--- config.mk ---
export PLATFORM = sky130hd
export DESIGN_NAME = mips_multicycle_control
export DESIGN_NICKNAME = d
export VERILOG_FILES = /design/src/rtl/mips_multicycle_control.sv
export SDC_FILE = /design/constraint.sdc
export NUM_CORES = 1
export LEC_CHECK = 0
export ABC_AREA = 1
export CORE_MARGIN = 2
export CORE_UTILIZATION = 46
export DETAILED_ROUTE_END_ITERATION = 8
export GPL_TIMING_DRIVEN = 0
export PLACE_DENSITY = 0.78
export SYNTH_ARGS = -nofsm -noshare
export SYNTH_HDL_FRONTEND = slang
export SYNTH_SLANG_ARGS = --single-unit
--- constraint.sdc ---
create_clock -name clock -period 2 [get_ports clock]
set_clock_uncertainty 0.15 [all_clocks]
set_input_delay 0.4 -clock clock [delete_from_list [all_inputs] [get_ports clock]]
set_output_delay 0.4 -clock clock [all_outputs]
set_load 0.005 [all_outputs]
--- src/rtl/mips_multicycle_control.sv ---
// Multicycle MIPS control FSM with a memory-ready handshake and a wait watchdog.
// Define MC_JUMP_EN to build the JUMP state for opcode 000010.
module mips_multicycle_control #(
  parameter int unsigned WAIT_LIMIT = 15,
  parameter int unsigned WAIT_W     = 8
) (
  input  logic       clock,
  input  logic       reset,
  input  logic [5:0] opcode,
  input  logic       mem_ready,
  output logic       pc_write,
  output logic       pc_write_cond,
  output logic       i_or_d,
  output logic       mem_read,
  output logic       mem_write,
  output logic       ir_write,
  output logic       reg_dst,
  output logic       mem_to_reg,
  output logic       reg_write,
  output logic       alu_src_a,
  output logic [1:0] alu_src_b,
  output logic [1:0] alu_op,
  output logic [1:0] pc_source,
  output logic       instr_done,
  output logic       trap,
  output logic [3:0] state
);

  typedef enum logic [3:0] {
    StFetch    = 4'd0,
    StDecode   = 4'd1,
    StMemAddr  = 4'd2,
    StMemRead  = 4'd3,
    StMemWb    = 4'd4,
    StMemWrite = 4'd5,
    StExec     = 4'd6,
    StRWb      = 4'd7,
    StBranch   = 4'd8,
`ifdef MC_JUMP_EN
    StJump     = 4'd9,
`endif
    StTrap     = 4'd15
  } state_e;

  localparam logic [5:0] OpRType = 6'b000000;
  localparam logic [5:0] OpLw    = 6'b100011;
  localparam logic [5:0] OpSw    = 6'b101011;
  localparam logic [5:0] OpBeq   = 6'b000100;
`ifdef MC_JUMP_EN
  localparam logic [5:0] OpJ     = 6'b000010;
`endif

  localparam logic [WAIT_W-1:0] WaitMax = WAIT_W'(WAIT_LIMIT);

  state_e            state_q, state_d;
  logic [WAIT_W-1:0] wait_q, wait_d;
  logic [WAIT_W-1:0] wait_inc;
  logic              timeout;

  // A not-ready cycle that would bring the counter to the limit traps instead of waiting.
  assign wait_inc = wait_q + WAIT_W'(1);
  assign timeout  = (wait_inc == WaitMax);

  always_ff @(posedge clock or posedge reset) begin
    if (reset) begin
      state_q <= StFetch;
      wait_q  <= '0;
    end else begin
      state_q <= state_d;
      wait_q  <= wait_d;
    end
  end

  always_comb begin
    state_d       = state_q;
    wait_d        = '0;
    pc_write      = 1'b0;
    pc_write_cond = 1'b0;
    i_or_d        = 1'b0;
    mem_read      = 1'b0;
    mem_write     = 1'b0;
    ir_write      = 1'b0;
    reg_dst       = 1'b0;
    mem_to_reg    = 1'b0;
    reg_write     = 1'b0;
    alu_src_a     = 1'b0;
    alu_src_b     = 2'b00;
    alu_op        = 2'b00;
    pc_source     = 2'b00;
    instr_done    = 1'b0;
    trap          = 1'b0;

    unique case (state_q)
      StFetch: begin
        mem_read  = 1'b1;
        alu_src_b = 2'b01;
        if (mem_ready) begin
          ir_write = 1'b1;
          pc_write = 1'b1;
          state_d  = StDecode;
        end else if (timeout) begin
          state_d = StTrap;
        end else begin
          wait_d = wait_inc;
        end
      end

      StDecode: begin
        alu_src_b = 2'b11;
        unique case (opcode)
          OpRType:    state_d = StExec;
          OpLw, OpSw: state_d = StMemAddr;
          OpBeq:      state_d = StBranch;
`ifdef MC_JUMP_EN
          OpJ:        state_d = StJump;
`endif
          default:    state_d = StTrap;
        endcase
      end

      StMemAddr: begin
        alu_src_a = 1'b1;
        alu_src_b = 2'b10;
        if (opcode == OpLw) begin
          state_d = StMemRead;
        end else if (opcode == OpSw) begin
          state_d = StMemWrite;
        end else begin
          state_d = StTrap;
        end
      end

      StMemRead: begin
        mem_read = 1'b1;
        i_or_d   = 1'b1;
        if (mem_ready) begin
          state_d = StMemWb;
        end else if (timeout) begin
          state_d = StTrap;
        end else begin
          wait_d = wait_inc;
        end
      end

      StMemWb: begin
        reg_write  = 1'b1;
        mem_to_reg = 1'b1;
        instr_done = 1'b1;
        state_d    = StFetch;
      end

      StMemWrite: begin
        mem_write = 1'b1;
        i_or_d    = 1'b1;
        if (mem_ready) begin
          instr_done = 1'b1;
          state_d    = StFetch;
        end else if (timeout) begin
          state_d = StTrap;
        end else begin
          wait_d = wait_inc;
        end
      end

      StExec: begin
        alu_src_a = 1'b1;
        alu_op    = 2'b10;
        state_d   = StRWb;
      end

      StRWb: begin
        reg_write  = 1'b1;
        reg_dst    = 1'b1;
        instr_done = 1'b1;
        state_d    = StFetch;
      end

      StBranch: begin
        alu_src_a     = 1'b1;
        alu_op        = 2'b01;
        pc_write_cond = 1'b1;
        pc_source     = 2'b01;
        instr_done    = 1'b1;
        state_d       = StFetch;
      end

`ifdef MC_JUMP_EN
      StJump: begin
        pc_write   = 1'b1;
        pc_source  = 2'b10;
        instr_done = 1'b1;
        state_d    = StFetch;
      end
`endif

      StTrap: begin
        trap    = 1'b1;
        state_d = StTrap;
      end

      default: begin
        state_d = StTrap;
      end
    endcase
  end

  assign state = state_q;

endmodule

==> metrics, run 1 <==
dominant cell type by area after synthesis=dfrtp_1; share of cells above drive strength 1=0.345; crit path kind=flop to output pin; vias in the first global route=1,084; largest net degree at the start of global routing=13; vias per cell=5.28; first-pass GRT wire length=4.75 mm; Synth area leaders=dfrtp_1 30%, nand2_1 14%, inv_1 8.8%; period utilization=1.13; clock sink count=12; clk_lat worst skew=~280 ps; Critical Path End Type=output pin; CP max FO=5; fmax=444 MHz; status=finished, violations left; diode count=0; startpoint types=flop; Yosys cell types=25; Routed Antenna Nets=0; FF-to-FF Start=wait_q[0]; Nets=207; pwr dens=333 mW/mm^2; Final HPWL DP=~1.8 mm; TritonCTS clock tree=built; CP required=about 1500 ps; clock tree buffer depth=2; Core ar.=approximately 0.0020 mm^2; Max-Cap Viols=0; Worst Hold Class=input pin to asynchronous set/reset pin; CTS HTree Levels=1; synth warn=0; FP Rows=16; mapped cell area=985 um^2; CTS root buf=clkbuf_4; RSZ-0062 raised after global routing=yes; Fill cells=145; sequential fraction of the synthesis area=0.305; Overflow after GRT=0; Iter 0 DRT Violations=22; Final Power=0.491 mW; Pre-antenna DRT Iters=4; clock slew at reported path FFs=70 ps; Synth top area share=0.305; final non-filler cell total=221; final worst path period need=2250 ps; FF/Latch Area=305 um^2; Routed WL=3.07 mm; die height=50.3 um; leakage power=0.752 nW; I/O Pins=31; vias post-DR=1,166; #FFs+latches synth=12; die area=0.00253 mm^2; TritonCTS Buffers=3; Slew Limit Fails=0; input/output buffers=29; Critical Path Source=state[2]; arrival time worst endpoint=1700 ps; Synth Instances=152; Avg Inst Size Synth=6.48 um^2; Die X=50.3 um; Worst VDD drop=a little under 0.4 mV; gr usage total=0.241; final core utilization=0.745; gp weighted congestion=between 0.7 and 0.8; final hold violation count=0; drt wl/cell=13.9 um; final setup violation count=4; initial core utilization=0.497; area grow syn2layout=49.9%; Post-Place Cells=208; DR DRC count=0; failing checks=setup timing; area occupied by multi-input gates=637 um^2; syn_nets=163; initial antenna violation count=0; setup ws final=-251 ps; final hold slack=275 ps
==> per-stage QoR <==
step / instance area (um^2) / TNS (ps) / setup WS [ps]
4_1_cts: 1430 / -518 / -186
2_1_floorplan: 985 / 0 / 431
5_1_grt: 1480 / -983 / -292
3_3_place_gp: 1310 / -1060 / -291
3_5_place_dp: 1310 / -1050 / -284
6_report: 1480 / -540 / -251
==> repair_timing <==
action                                  CTS  global route
pin swaps                                 3             3
endpoints found under the setup margin   17            11
setup buffers                             8             2
gates resized for setup                  43            13
hold buffers                              0             0
==> placed cells by master (no fill, tap or decap), types with 4 or more instances in the layout <==
cell type        instances
dlygate4sd2_1            7
nor2_1                  15
nand3_1                  4
inv_1                   16
buf_4                   17
nand4_1                  5
nor2_4                   6
dfrtp_2                  4
a21oi_1                  6
nand2_1                 34
nand2_2                  5
nor2_2                   8
dfrtp_1                  8
o21ai_1                  4
inv_2                   10
clkdlybuf4s50_1         13
==> final timing paths <==
check / end / slack (ps) / cells after the start
worst max register to register: state[0] / 180 / 10
min in group clock: wait_q[0] / 390 / 1
worst min-delay path: wait_q[7] / 270 / 2
max in group asynchronous: state[1] / 1080 / 2
worst max-delay path: instr_done / -250 / 7
worst min register to register: wait_q[0] / 390 / 1
==> cells in the mapped netlist <==
cell       n
o21ai_0    3
inv_4      1
dfrtp_1   12
nor3_2     1
nand4_1    5
inv_2      3
and3_1     1
o21ai_1    5
nor3b_1    1
nand3_2    1
nand2_1   37
o22ai_1    1
buf_4      4
ha_1       2
inv_1     23
nor2_1    20
nand2_4    2
nand3_1    7
conb_1     1
nand3b_1   1
nand2_2    3
nor2_2     9
a21oi_1    6
o21ai_4    1
nor3_1     2
==> area by class of cell <==
class / instances / share of cell area
Inverter: 27 / 0.0703
Tap cell: 27 / 0.0229
Buffer: 4 / 0.0203
Multi-Input combinational cell: 109 / 0.431
Clock buffer: 3 / 0.0153
Sequential cell: 12 / 0.207
Timing Repair Buffer: 39 / 0.233
==> sequential cells by signal, summed over array words and instances (netlist names) <==
name	cells
wait_q	8
state	4
==> cells by family (layout without fill, tap and decap cells) <==
| group | after synthesis | in the layout | synth area share |
|---|---|---|---|
| compound gates | 16 | 16 | 0.0940 |
| simple gates | 90 | 90 | 0.436 |
| fa+ha+maj | 2 | 2 | 0.0254 |
| flops | 12 | 12 | 0.305 |
| other cells | 1 | 1 | 0.00381 |
| buf+inv | 31 | 73 | 0.136 |
==> critical path, cell delays in order, from the launching register on <==
cell             delay (ps)
dfrtp_2                 460
inv_2                   120
nor2_4                   50
inv_2                   120
nor2_4                   60
nor3_2                  240
o21ai_0                 140
clkdlybuf4s15_1         230
==> power by group <==
part	internal, mW	total, mW	switching [mW]
registers	0.246	0.251	0.00522
clock network	0.0699	0.152	0.0821
logic	0.0425	0.0885	0.0459
total	0.358	0.491	0.133
==> metal layers <==
layer | GRT usage | share of wire | up-vias
met5 | 0 | 0 | -
met4 | 0.0694 | 0.053 | 0
met3 | 0.0536 | 0.053 | 15
met2 | 0.428 | 0.52 | 54
met1 | 0.288 | 0.38 | 539
li1 | - | - | 558
(Power assumes the default switching activity.)
==> run 2, diff against run 1 <==
--- a/config.mk
+++ b/config.mk
@@ -7,10 +7,10 @@
 export LEC_CHECK = 0
 export ABC_AREA = 1
 export CORE_MARGIN = 2
-export CORE_UTILIZATION = 46
+export CORE_UTILIZATION = 40
 export DETAILED_ROUTE_END_ITERATION = 8
 export GPL_TIMING_DRIVEN = 0
-export PLACE_DENSITY = 0.78
+export PLACE_DENSITY = 0.69
 export SYNTH_ARGS = -nofsm -noshare
 export SYNTH_HDL_FRONTEND = slang
 export SYNTH_SLANG_ARGS = --single-unit
==> metrics, run 2 (synthesized netlist as in run 1, its figures left out) <==
input/output buffers=29; Core ar.=0.00228 mm^2; final hold violation count=0; vias per cell=4.88; die area=around 0.0029 mm^2; pwr dens=347 mW/mm^2; final hold slack=286 ps; placed inst area=0.00131 mm^2; leakage power=0.805 nW; Largest stage delay, worst path=470 ps; CP required=~1500 ps; setup ws final=-221 ps; I/O Pins=31; Pint=between 0.4 and 0.5 mW; initial core utilization=0.433; Final Instance Area=0.00155 mm^2; drt wl/cell=12.7 um; first-pass GRT wire length=4.39 mm; Critical Path End Type=output pin; initial antenna violation count=0; clock share of power=0.366; Max-Cap Viols=0; period utilization=1.11; Nets=217; Overflow after GRT=0; crit path kind=flop to output pin; Worst Hold Class=input pin to asynchronous set/reset pin; clock sink count=12; most common cell after layout, fill and taps aside=nand2_1; startpoint types=flop; diode count=0; setup slack, reg-to-reg=230 ps; arrival time worst endpoint=1670 ps; share of cells above drive strength 1=0.385; FF-to-FF Start=wait_q[0]; RSZ-0062 raised after global routing=yes; most frequent cells in the layout=34 x nand2_1, 21 x buf_4, 17 x inv_1; Final HPWL DP=between 1.5 and 2 mm; final worst path period need=2220 ps; Sequential Power Share=0.467; clock tree buffer depth=2; die height=approximately 54 um; Slew Limit Fails=0; slowest CP cell=dfrtp_2; vias post-DR=1,137; crit path cell chain=buf_4, nand2_2, nor2_2, nor3_1, o21ai_0, dlygate4sd2_1; clock slew at reported path FFs=90 ps; status=finished, violations left; Routed Antenna Nets=0; Pre-antenna DRT Iters=4; failing checks=setup timing; FP Rows=17; clk_lat worst skew=about 280 ps; Gate power share=0.166; Net Switching=0.136 mW; largest net degree at the start of global routing=13; TritonCTS clock tree=built; max FFs per register=8; gp weighted congestion=around 0.8; CTS HTree Levels=1; CP bufs+invs=2; Final Power=0.538 mW; Worst VDD drop=0.491 mV; TritonCTS Buffers=3; fmax=between 400 and 500 MHz; CTS root buf=clkbuf_4; Iter 0 DRT Violations=7; Routed WL=2.95 mm; Setup TNS=-296 ps; Fill cells=between 150 and 200; final setup violation count=3; CP max FO=4; area grow syn2layout=57.4%; Net Sw Frac=0.253; DR DRC count=0; CP delay by family, top=flip-flops; gr usage total=0.208; Die X=53.6 um; worst r2r path cells=9; vias in the first global route=1,038; most flop-heavy register=wait_q; FF-to-FF End=wait_q[0]
run 2: power groups by stage:
stage          Clock (mW)  Sequential (mW)  Combinational (mW)
6_report            0.197            0.251              0.0896
5_1_grt             0.217            0.252              0.0982
4_1_cts             0.198            0.251              0.0794
3_5_place_dp            0            0.256              0.0694
3_3_place_gp            0            0.256              0.0681
2_1_floorplan           0            0.255              0.0289
run 2: layout make-up:
class,instances,area (um^2),area share
buffer,4,30.0,0.0194
multi-input combinational,109,619,0.400
inverter,27,111,0.0718
timing repair buffer,49,413,0.266
sequential,12,305,0.197
tap,28,35.0,0.0226
clock buffer,4,36.3,0.0234
run 2: worst register-to-register path: cells and delay by family (launching register included):
kind | cells | cell delay, ps
adder cells (fa/ha/maj) | 1 | 270
AND/OR/NAND/NOR | 8 | 800
flip-flops | 1 | 440
run 2: repair_timing:
action / 4_1_cts / 5_1_grt
setup endpoints to repair: 17 / 13
setup buffers: 11 / 9
pin swaps: 5 / 7
resized for setup: 43 / 28
hold buffers: 0 / 0
run 2: per-stage QoR:
| stage | instances | util | worst slack [ps] |
|---|---|---|---|
| finish | 233 | 0.681 | -221 |
| global route | 233 | 0.681 | -265 |
| global placement | 209 | 0.576 | -286 |
| detailed placement | 209 | 0.576 | -291 |
| floorplan | 152 | - | 431 |
| CTS | 224 | 0.642 | -205 |
run 2: per-layer routing:
layer	wire, um	global-route usage
met2	1530	0.360
met1	1270	0.258
met4	33	0.0513
met3	109	0.0500
met5	0	0
run 2: worst max-delay path by stage:
stage | startpoint | end | cells past startpoint
floorplan | wait_q[0] | wait_q[0] | 9
global placement | mem_ready | pc_write | 5
detailed placement | mem_ready | pc_write | 5
CTS | state[3] | mem_read | 4
global route | state[1] | instr_done | 6
finish | state[0] | instr_done | 6
==> run 3, diff against run 2 <==
==> constraint.sdc (replaced) <==
create_clock -name clock -period 2.7 [get_ports clock]
set_clock_uncertainty 0.15 [all_clocks]
set_input_delay 0.54 -clock clock [delete_from_list [all_inputs] [get_ports clock]]
set_output_delay 0.54 -clock clock [all_outputs]
set_load 0.005 [all_outputs]
==> metrics, run 3 (synthesized netlist as in run 1, its figures left out) <==
status=finished clean; input/output buffers=29; most frequent cells in the layout=37 x nand2_1, 29 x clkdlybuf4s50_1, 23 x inv_1; die height=53.6 um; setup slack, reg-to-reg=between 900 and 1000 ps; initial antenna violation count=0; vias per cell=~4.8; most flop-heavy register=wait_q; Slew Limit Fails=0; diode count=0; Overflow after GRT=0; vias post-DR=1,029; worst hold start=wait_q[0]; final setup violation count=0; gr usage total=0.180; share of cells above drive strength 1=0.162; startpoint types=flop; pwr dens=between 200 and 300 mW/mm^2; I/O Pins=31; clock sink count=12; Pre-antenna DRT Iters=5; Final HPWL DP=1.89 mm; final hold violation count=0; Routed Antenna Nets=0; vias in the first global route=910; CTS HTree Levels=1; leakage power=0.626 nW; first-pass GRT wire length=3.84 mm; Routed WL=2.30 mm; DR DRC count=0; worst r2r path cells=9; initial core utilization=0.433; final core utilization=0.594; most common cell after layout, fill and taps aside=nand2_1; Worst VDD drop=0.361 mV; Fill cells=220; RSZ-0062 raised after global routing=yes; clock slew at reported path FFs=around 80 ps; period utilization=0.956; Die X=roughly 54 um; TritonCTS clock tree=built; FF-to-FF End=wait_q[0]; Nets=197; Post-CTS Setup Inserts=0; area grow syn2layout=37.4%; slowest CP cell=clkdlybuf4s50_1; Max-Cap Viols=0; crit path cell chain=nor2_2, nand3_1, inv_1, nor3_1, o21ai_0, clkdlybuf4s50_1; Largest stage delay, worst path=530 ps; FP Rows=17; gp weighted congestion=about 0.78; worst hold endpoint=wait_q[0]; CTS root buf=clkbuf_4; die area=about 0.0029 mm^2; final worst path period need=between 2000 and 3000 ps; Final Instance Area=0.00135 mm^2; clk_lat worst skew=280 ps; max FFs per register=8; clock tree buffer depth=2; CP max FO=8; CP required=2010 ps; arrival time worst endpoint=1890 ps; crit path kind=flop to output pin; Worst Hold Class=flop to flop; TritonCTS Buffers=3; FF-to-FF Start=wait_q[0]; drt wl/cell=10.8 um; largest net degree at the start of global routing=13; fmax=387 MHz; Hold Path Stages=1; Critical Path End Type=output pin; Iter 0 DRT Violations=16; placed inst area=~0.0013 mm^2; Core ar.=between 0.002 and 0.0025 mm^2
-- run 3: cell count changes in the layout (fill, tap and decap cells not counted), sizes merged --
cell,previous run,this run
buf,28,4
clkbuf,10,4
clkdlybuf4s50,12,29
dlygate4sd2,5,0
dlymetal6s2s,2,0
-- run 3: cell type report --
| class | instances | area, um^2 | share of cell area |
|---|---|---|---|
| plain buffers | 4 | 30.0 | 0.0222 |
| clock buffers | 4 | 36.3 | 0.0268 |
| inverters | 27 | 104 | 0.0768 |
| multi-input cells | 109 | 556 | 0.411 |
| repair buffers | 29 | 290 | 0.215 |
| flip-flops and latches | 12 | 302 | 0.223 |
| well taps | 28 | 35.0 | 0.0259 |
-- run 3: metal layers --
layer,share of wire,GRT usage,vias up
met5,0,0,-
met4,0.0065,0.0256,0
met3,0.041,0.0417,2
met2,0.48,0.294,26
met1,0.47,0.248,463
li1,-,-,538
-- run 3: how the worst max path moves through the flow --
| stage | start | to | slack [ps] |
|---|---|---|---|
| 3_5_place_dp | mem_ready | pc_write | 130 |
| 2_1_floorplan | state[1] | pc_write | 1000 |
| 4_1_cts | state[1] | instr_done | 120 |
| 6_report | state[0] | instr_done | 120 |
| 5_1_grt | state[2] | instr_done | -20 |
| 3_3_place_gp | mem_ready | pc_write | 130 |
-- run 3: repair_timing --
action                                  CTS  global route
endpoints found under the setup margin    0             2
resized for setup                         0             2
hold buffers                              0             0
-- run 3: through the flow --
stage	setup slack, ps	TNS [ps]	hold slack, ps	power, mW	instances
floorplan	997	0	255	0.210	152
global placement	134	0	364	0.240	209
detailed placement	129	0	380	0.241	209
CTS	120	0	397	0.385	213
global route	-18.0	-22.0	420	0.403	213
finish	118	0	390	0.383	213
-- run 3: report_power, final --
group          internal (mW)  switching (mW)
sequential             0.182         0.00519
clock                 0.0820          0.0632
combinational         0.0276          0.0232
total                  0.291          0.0916
-- run 3: critical path, delay by kind of cell (launching register included) --
| kind | cells | cell delay, ps |
|---|---|---|
| AO/OA/AOI/OAI | 1 | 80 |
| flip-flops | 1 | 500 |
| AND/OR/NAND/NOR | 3 | 350 |
| buffers and inverters | 2 | 680 |
